### src/rtl/spi_master_irq_ctrl.sv
// spi_master_irq_ctrl
//
// Interrupt front-end for an SPI master. The master's two event lines
// (bit0 = TX-buffer level, bit1 = end-of-transfer) are edge-detected and
// turned into sticky pending flags and per-event saturating counters. Enabled
// events are coalesced (count threshold and/or timeout) into one registered,
// level-sensitive interrupt line. Software uses a single-cycle register port.
//
// Ports:
//   clk_i        clock
//   rst_i        asynchronous active-high reset
//   events_i     [1:0] event levels from the SPI master (rising edge = event)
//   reg_req_i    register access strobe (one cycle)
//   reg_we_i     1 = write, 0 = read
//   reg_addr_i   [3:0] byte offset, bits [1:0] ignored
//   reg_wdata_i  [31:0] write data
//   reg_rdata_o  [31:0] read data, non-zero only while reg_ack_o is high
//   reg_ack_o    acknowledge, one cycle after reg_req_i
//   irq_o        coalesced interrupt, registered
//
// Register map:
//   0x0 STATUS [1:0] pending, write-1-to-clear (a same-cycle event wins)
//   0x4 MASK   [1:0] enable
//   0x8 COAL   [7:0] threshold (0 acts as 1), [8+TIMEOUT_WIDTH-1:8] timeout
//   0xC CNT    counter0 at [CNT_WIDTH-1:0], counter1 at [16+CNT_WIDTH-1:16];
//              any write clears both (a same-cycle event leaves a count of 1)
module spi_master_irq_ctrl #(
  parameter int CNT_WIDTH     = 16,
  parameter int TIMEOUT_WIDTH = 16
) (
  input  logic        clk_i,
  input  logic        rst_i,
  input  logic [1:0]  events_i,
  input  logic        reg_req_i,
  input  logic        reg_we_i,
  input  logic [3:0]  reg_addr_i,
  input  logic [31:0] reg_wdata_i,
  output logic [31:0] reg_rdata_o,
  output logic        reg_ack_o,
  output logic        irq_o
);

  typedef enum logic [1:0] {
    IDLE  = 2'd0,
    ACCUM = 2'd1,
    FIRED = 2'd2
  } state_t;

  state_t                   state_q, state_d;
  logic [1:0]               events_q;
  logic [1:0]               pending_q, pending_d;
  logic [1:0]               mask_q, mask_d;
  logic [7:0]               threshold_q, threshold_d;
  logic [TIMEOUT_WIDTH-1:0] timeout_q, timeout_d;
  logic [CNT_WIDTH-1:0]     cnt0_q, cnt0_d;
  logic [CNT_WIDTH-1:0]     cnt1_q, cnt1_d;
  logic [7:0]               coal_cnt_q, coal_cnt_d;
  logic [TIMEOUT_WIDTH-1:0] timer_q, timer_d;
  logic                     irq_q, irq_d;
  logic                     ack_q, ack_d;
  logic [31:0]              rdata_q, rdata_d;

  logic [1:0]  ev;
  logic        en_ev;
  logic        wr_stb;
  logic        rd_stb;
  logic [1:0]  sel;
  logic [7:0]  thr_eff;
  logic [7:0]  coal_inc;
  logic [31:0] rd_val;
  logic        unused_bits;

  // Address low bits are don't-care and only part of the write word is used.
  assign unused_bits = ^{reg_addr_i[1:0], reg_wdata_i};

  always_comb begin
    ev       = events_i & ~events_q;
    en_ev    = |(ev & mask_q);
    wr_stb   = reg_req_i & reg_we_i;
    rd_stb   = reg_req_i & ~reg_we_i;
    sel      = reg_addr_i[3:2];
    thr_eff  = (threshold_q == 8'd0) ? 8'd1 : threshold_q;
    coal_inc = (coal_cnt_q == 8'hFF) ? coal_cnt_q : coal_cnt_q + 8'd1;

    // Set wins over a same-cycle W1C.
    pending_d = pending_q;
    if (wr_stb && sel == 2'd0) begin
      pending_d = pending_q & ~reg_wdata_i[1:0];
    end
    pending_d = pending_d | ev;

    mask_d      = mask_q;
    threshold_d = threshold_q;
    timeout_d   = timeout_q;
    if (wr_stb && sel == 2'd1) begin
      mask_d = reg_wdata_i[1:0];
    end
    if (wr_stb && sel == 2'd2) begin
      threshold_d = reg_wdata_i[7:0];
      timeout_d   = reg_wdata_i[8+TIMEOUT_WIDTH-1:8];
    end

    // Counter clear leaves room for an event landing in the same cycle.
    cnt0_d = cnt0_q;
    cnt1_d = cnt1_q;
    if (wr_stb && sel == 2'd3) begin
      cnt0_d    = '0;
      cnt1_d    = '0;
      cnt0_d[0] = ev[0];
      cnt1_d[0] = ev[1];
    end else begin
      if (ev[0] && (cnt0_q != {CNT_WIDTH{1'b1}})) cnt0_d = cnt0_q + CNT_WIDTH'(1);
      if (ev[1] && (cnt1_q != {CNT_WIDTH{1'b1}})) cnt1_d = cnt1_q + CNT_WIDTH'(1);
    end

    // Coalescing. Losing every enabled pending bit (W1C or mask change)
    // drops back to idle from either active state; an enabled event in that
    // same cycle immediately starts a fresh coalescing window.
    state_d    = state_q;
    coal_cnt_d = coal_cnt_q;
    timer_d    = timer_q;
    if (state_q == IDLE || (pending_q & mask_q) == 2'b00) begin
      state_d    = IDLE;
      coal_cnt_d = 8'd0;
      timer_d    = '0;
      if (en_ev) begin
        coal_cnt_d = 8'd1;
        state_d    = (thr_eff <= 8'd1) ? FIRED : ACCUM;
      end
    end else if (state_q == ACCUM) begin
      if (en_ev) coal_cnt_d = coal_inc;
      if ((coal_cnt_d >= thr_eff) ||
          ((timeout_q != '0) && (timer_q == timeout_q - TIMEOUT_WIDTH'(1)))) begin
        state_d = FIRED;
      end else begin
        timer_d = timer_q + TIMEOUT_WIDTH'(1);
      end
    end else if (state_q == FIRED) begin
      // Further events are counted but never re-fire.
      if (en_ev) coal_cnt_d = coal_inc;
    end else begin
      state_d = IDLE;
    end
    irq_d = (state_d == FIRED);

    rd_val = '0;
    case (sel)
      2'd0: rd_val[1:0] = pending_q;
      2'd1: rd_val[1:0] = mask_q;
      2'd2: begin
        rd_val[7:0]                 = threshold_q;
        rd_val[8+TIMEOUT_WIDTH-1:8] = timeout_q;
      end
      default: begin
        rd_val[CNT_WIDTH-1:0]     = cnt0_q;
        rd_val[16+CNT_WIDTH-1:16] = cnt1_q;
      end
    endcase
    ack_d   = reg_req_i;
    rdata_d = rd_stb ? rd_val : 32'd0;
  end

  always_ff @(posedge clk_i or posedge rst_i) begin
    if (rst_i) begin
      state_q     <= IDLE;
      events_q    <= 2'b00;
      pending_q   <= 2'b00;
      mask_q      <= 2'b00;
      threshold_q <= 8'd1;
      timeout_q   <= '0;
      cnt0_q      <= '0;
      cnt1_q      <= '0;
      coal_cnt_q  <= 8'd0;
      timer_q     <= '0;
      irq_q       <= 1'b0;
      ack_q       <= 1'b0;
      rdata_q     <= 32'd0;
    end else begin
      state_q     <= state_d;
      events_q    <= events_i;
      pending_q   <= pending_d;
      mask_q      <= mask_d;
      threshold_q <= threshold_d;
      timeout_q   <= timeout_d;
      cnt0_q      <= cnt0_d;
      cnt1_q      <= cnt1_d;
      coal_cnt_q  <= coal_cnt_d;
      timer_q     <= timer_d;
      irq_q       <= irq_d;
      ack_q       <= ack_d;
      rdata_q     <= rdata_d;
    end
  end

  assign reg_rdata_o = rdata_q;
  assign reg_ack_o   = ack_q;
  assign irq_o       = irq_q;

endmodule

### config.mk
export PLATFORM = sky130hd
export DESIGN_NAME = spi_master_irq_ctrl
export DESIGN_NICKNAME = d
export VERILOG_FILES = /design/src/rtl/spi_master_irq_ctrl.sv
export SDC_FILE = /design/constraint.sdc
export NUM_CORES = 1
export LEC_CHECK = 0
export ABC_CLOCK_PERIOD_IN_PS = 3900
export CAP_MARGIN = 20
export CORE_ASPECT_RATIO = 0.5
export CORE_UTILIZATION = 51
export DETAILED_ROUTE_END_ITERATION = 10
export PLACE_DENSITY = 0.84
export SKIP_CTS_REPAIR_TIMING = 1
export SLEW_MARGIN = 0
export SYNTH_ARGS = -nofsm -noshare
export SYNTH_HDL_FRONTEND = slang
export SYNTH_SLANG_ARGS = --single-unit
### constraint.sdc
create_clock -name clk_i -period 3.9 [get_ports clk_i]
set_input_delay 0.78 -clock clk_i [delete_from_list [all_inputs] [get_ports clk_i]]
set_output_delay 0.78 -clock clk_i [all_outputs]
set_load 0.1 [all_outputs]
==> results.cfg, run 1 <==
[global_routing]
antenna_found_initial = 0
grt_pass1_vias = 5234
grt_max_degree = 65
grt_first_pass_wirelength_mm = 26.2
grtUsageTotal_pct = 26.1
overflow = 0

[finish]
n_antenna_cell = 0
layout_common_cells = dfrtp_1 (121), nor2_1 (69), clkdlybuf4s50_1 (62)
nFillCells = 841
fin_area_um2 = 8120
postLayoutCoreUtil_pct = 67.2
finalNetCount = 777
final_common_cell = dfrtp_1
drive_gt1_share_pct = 15.8
syn_to_final_growth_pct = 25.5

[routing]
top_layer_used = met4
drc_errors = 0
drt_wl_total_mm = 16.9
drt-pass1-iter-count = 7
met3WireLength_mm = 1.15
wl_met2_mm = 8.15
drt-met1-wl_mm = 7.16
initialDrtViolationCount = 521
drt-vias-per-instance = 6.06
wl_per_cell_um = 18.8
detail-route-antenna-nets = 0
vias = 5447

[sta]
setup_viol = 0
finalHoldViolations = 0
fin_crit_ps = 3600
max-slew-margin-rel_pct = 31.5
worst_slack_ps = 301
skew_ps = 8.64
tns_ps = 0
rsz0062_at_grt = false
slew_violations = 0
fmax_mhz = 278
worstMarginPinSlew_ps = 1020
period_share_pct = 92.3

[power]
peakVddDrop_mv = 0.320
p_leak_nw = 3.60
finalPower_mw = 4.24
pwr_density_cell_nw_per_um2 = 523

[logic_synthesis]
synth-async-reset-ratio_pct = 100
synth-seq-cells = 122
syn-num-nets = 696
syn_inst = 640
synthDistinctLibCells = 73
synth-warning-count = 0
synth_area_um2 = 6470
synth_edf_count = 0
ys.flop_type = dfrtp_1
avgSynthCellArea_um2 = 10.1
seq_area_frac_synth_pct = 47.2

[floorplanning]
fp.dieW_um = 161
core_um2 = 12100
pin_count = 76
fp.dieH_um = 81.6
die_area_um2 = 13200
rows = 28
start_util_pct = 53.5

[clock_network]
htreeDepth = 4
clk_path_buf_depth = 2
cts.sinks = 122
cts-root-buf = clkbuf_16
clk_pin_slew_ps = 60
insertion_delay_ps = 420
cts_buffers = 17
cts_tree = done

[place]
port_buffers = 65
post-place-ws_ps = -631
dp_hpwl_mm = 10.8
postPlaceCellArea_um2 = 7350
gp_congestion = 0.903

[run]
maxCapViolCount = 0

[outcome]
status = completed

[setup_path]
critPathRequiredTime_ps = 4250
crit_cells = 14
r2r_cells = 14
crit_buf_inv = 1
max_stage_delay_ps = 480
endpoint_kind = register
crit_family = simple AND/OR/NAND/NOR gates
cp-start-kind = register
crit_slowest_cell = or4_1
arrival_ps = 3950
path_class = reg2reg
cp_max_fo = 6
cp_common_cell = ha_1
crit_chain = ha_1 -> and2_1 -> a31oi_2 -> nand4_1 -> nor2_1 -> xor2_1 -> ha_1 -> a2111oi_4 -> nor2b_2 -> a221o_2 -> o211ai_4 -> buf_4 -> or4_1 -> nand2_1

[min_path]
whs_path_depth = 1
hold_class = in2reg
logic make-up after synthesis:
family,synth area share (%)
AO/OA/AOI/OAI,11.0
AND/OR/NAND/NOR,20.1
adder cells (fa/ha/maj),2.86
buffers and inverters,3.66
flip-flops,47.2
XOR/XNOR,5.69
multiplexers,9.46
metal layers:
layer  up-vias  GRT usage [%]
met3        50           8.08
met1      2709           30.8
met5         -              0
met4         0           12.5
met2       237           44.5
li1       2451              -
worst paths after layout:
| check | start | slack (ps) | endpoint |
|---|---|---|---|
| worst max-delay path | coal_cnt_q[0] | 300 | timer_q[8] |
| worst min-delay path | events_i[1] | 510 | events_q[1] |
| worst max register to register | coal_cnt_q[0] | 300 | timer_q[8] |
| worst min register to register | pending_q[0] | 540 | pending_q[0] |
| max in group asynchronous | rst_i | 2280 | threshold_q[0] |
| min in group asynchronous | rst_i | 780 | reg_rdata_o[16] |
worst reg2reg max path, delay by kind of cell (launching register included):
kind	cells	cell delay, ps
AOI/OAI and AO/OA	4	960
xor gates and xnor gates	1	150
adders and majority gates	2	580
buffers and inverters	1	170
DFF	1	460
and+or+nand+nor	6	1220
area by class of cell:
type | count | area [um^2] | area share (%)
sequential | 122 | 3050 | 37.6
multi-input combinational | 468 | 3260 | 40.2
inverter | 20 | 78.8 | 0.971
clock buffer | 19 | 453 | 5.58
timing repair buffer | 92 | 873 | 10.8
clock inverter | 13 | 188 | 2.31
tap | 165 | 206 | 2.54
stage by stage:
step           cells  hold slack, ps
6_report         899             515
4_1_cts          894             531
3_5_place_dp     862             520
2_1_floorplan    640             461
5_1_grt          899             513
3_3_place_gp     862             485
power breakdown:
group | leakage (nW) | internal (mW) | switching [mW]
clock | 0.306 | 1.11 | 0.609
sequential | 1.62 | 1.40 | 0.243
combinational | 1.68 | 0.367 | 0.520
total | 3.60 | 2.87 | 1.37
synth_stat cells, types with 4 or more instances:
library cell	n	area [um^2]
o21ai_1	5	25.0
nand4_1	17	106
a31oi_1	4	25.0
nand2b_1	6	37.5
xor2_1	30	263
and2_1	4	25.0
dfrtp_1	121	3030
o211ai_1	7	52.6
and3_1	18	113
buf_1	4	15.0
ha_1	14	175
mux2_2	29	327
and4_1	7	61.3
a21oi_1	36	180
nor4_1	4	25.0
nand3_1	16	80.1
clkbuf_1	16	60.1
xnor2_1	12	105
a22oi_1	4	30.0
nand2_1	52	195
or4_1	5	37.5
inv_1	20	75.1
mux2i_1	24	240
or3_1	18	113
o21ai_0	23	115
nor3_1	5	25.0
nor2b_1	8	50.1
nor2_1	69	259
sequential cells by signal, indices dropped and copies added (netlist names), 8 cells and up:
signal / cells
cnt0_q: 16
cnt1_q: 16
coal_cnt_q: 8
reg_rdata_o: 32
threshold_q: 8
timeout_q: 16
timer_q: 16
Power figures use the tool's default switching activity.
==> inputs of run 2 (changes only) <==
--- a/config.mk
+++ b/config.mk
@@ -10,7 +10,8 @@
 export CORE_ASPECT_RATIO = 0.5
 export CORE_UTILIZATION = 51
 export DETAILED_ROUTE_END_ITERATION = 10
-export PLACE_DENSITY = 0.84
+export GPL_ROUTABILITY_DRIVEN = 0
+export PLACE_DENSITY = 0.77
 export SKIP_CTS_REPAIR_TIMING = 1
 export SLEW_MARGIN = 0
 export SYNTH_ARGS = -nofsm -noshare
==> results.cfg, run 2 (synthesis results as in run 1) <==
[min_path]
min-delay-start = pending_q[0]
hold_class = reg2reg
whs_endpoint = pending_q[0]
whs_path_depth = 2

[sta]
worstMarginPinSlew_ps = 994
holdWs_ps = 509
fmax_mhz = 267
max-slew-margin-rel_pct = 33.5
slew_violations = 0
tns_ps = 0
fin_crit_ps = 3740
period_share_pct = 95.9
setup_viol = 0
finalHoldViolations = 0
skew_ps = 7.67
worst_slack_ps = 158

[global_routing]
grt_first_pass_wirelength_mm = 25.5
antenna_found_initial = 0
overflow = 0
grtUsageTotal_pct = 25.1
grt_pass1_vias = 5043
grt_max_degree = 37

[finish]
fin_cells = 901
n_antenna_cell = 0
fin_area_um2 = 8070
largest_reg_flops = 32
final_common_cell = dfrtp_1
seq_area_um2 = 3050
syn_to_final_growth_pct = 24.7
postLayoutCoreUtil_pct = 66.7
finalNetCount = 779
nFillCells = 923
drive_gt1_share_pct = 15.5
layout_common_cells = dfrtp_1 (121), nor2_1 (69), clkdlybuf4s50_1 (63)
multi_input_area_um2 = 3240

[setup_path]
r2r_cells = 13
reg2reg_from = coal_cnt_q[0]
critPathRequiredTime_ps = 4240
endpoint_kind = register
cp_max_fo = 5
arrival_ps = 4080
reg2reg_setup_slack_ps = 350
path_class = in2reg
worstReg2RegEnd = timer_q[6]
cp-start-kind = primary input

[clock_network]
cts.sinks = 122
insertion_delay_ps = 410
htreeDepth = 4
cts_buffers = 17
clk_pin_slew_ps = 60
cts-root-buf = clkbuf_16
clk_path_buf_depth = 2
cts_tree = done

[place]
dp_hpwl_mm = 10.7
post-place-ws_ps = -505
port_buffers = 65
dp_cells = 865
postPlaceCellArea_um2 = 7360

[power]
finalPower_mw = 4.13
peakVddDrop_mv = 0.247
p_leak_nw = 3.57
pwr_density_cell_nw_per_um2 = 512

[routing]
wl_per_cell_um = 17.3
initialDrtViolationCount = 397
drt-vias-per-instance = 5.77
vias = 5203
detail-route-antenna-nets = 0
drt-pass1-iter-count = 5
drt_wl_total_mm = 15.5
drc_errors = 0

[floorplanning]
rows = 28
start_util_pct = 53.5
pin_count = 76
die_area_um2 = 13200
fp.dieH_um = 81.6
core_um2 = 12100
fp.dieW_um = 161

[run]
maxCapViolCount = 0

[outcome]
status = completed
-- run 2: worst max-delay path, cell delays in order --
cell	delay, ps
clkdlybuf4s50_1	480
nor2b_4	160
a22oi_2	100
a31oi_2	190
nand4_1	130
nor2_1	130
xor2_1	160
ha_1	290
a2111oi_4	370
nor2b_1	180
a221o_1	270
o211ai_2	190
or4b_1	520
a21oi_2	130
-- run 2: how the worst max path moves through the flow --
stage | to | slack (ps) | cells after the start | from
3_5_place_dp | timer_q[8] | -500 | 15 | events_i[0]
4_1_cts | timer_q[4] | -130 | 15 | events_i[0]
6_report | timer_q[6] | 160 | 14 | events_i[1]
2_1_floorplan | timer_q[6] | 100 | 13 | events_i[0]
3_3_place_gp | timer_q[11] | -470 | 15 | events_i[0]
5_1_grt | timer_q[3] | -50 | 15 | events_i[1]
-- run 2: metal layers --
metal  share of wire [%]  routed length (um)  track usage [%]  up-vias
met4                0.92                 143             9.25        0
met3                 4.9                 759             3.69       16
li1                    -                   -                -     2464
met2                  48                7390             41.2      155
met1                  47                7260             34.5     2568
met5                   0                   0                0        -
-- run 2: cell type report --
cell class / instances / area share [%]
clock inverter: 13 / 2.08
inverter: 20 / 0.977
sequential: 122 / 37.9
tap: 165 / 2.56
clock buffer: 19 / 5.49
multi-input combinational: 468 / 40.2
timing repair buffer: 94 / 10.9
-- run 2: report_power, final --
group / switching [mW] / internal, mW
clock network: 0.601 / 1.03
logic: 0.499 / 0.370
registers: 0.237 / 1.40
total: 1.34 / 2.79
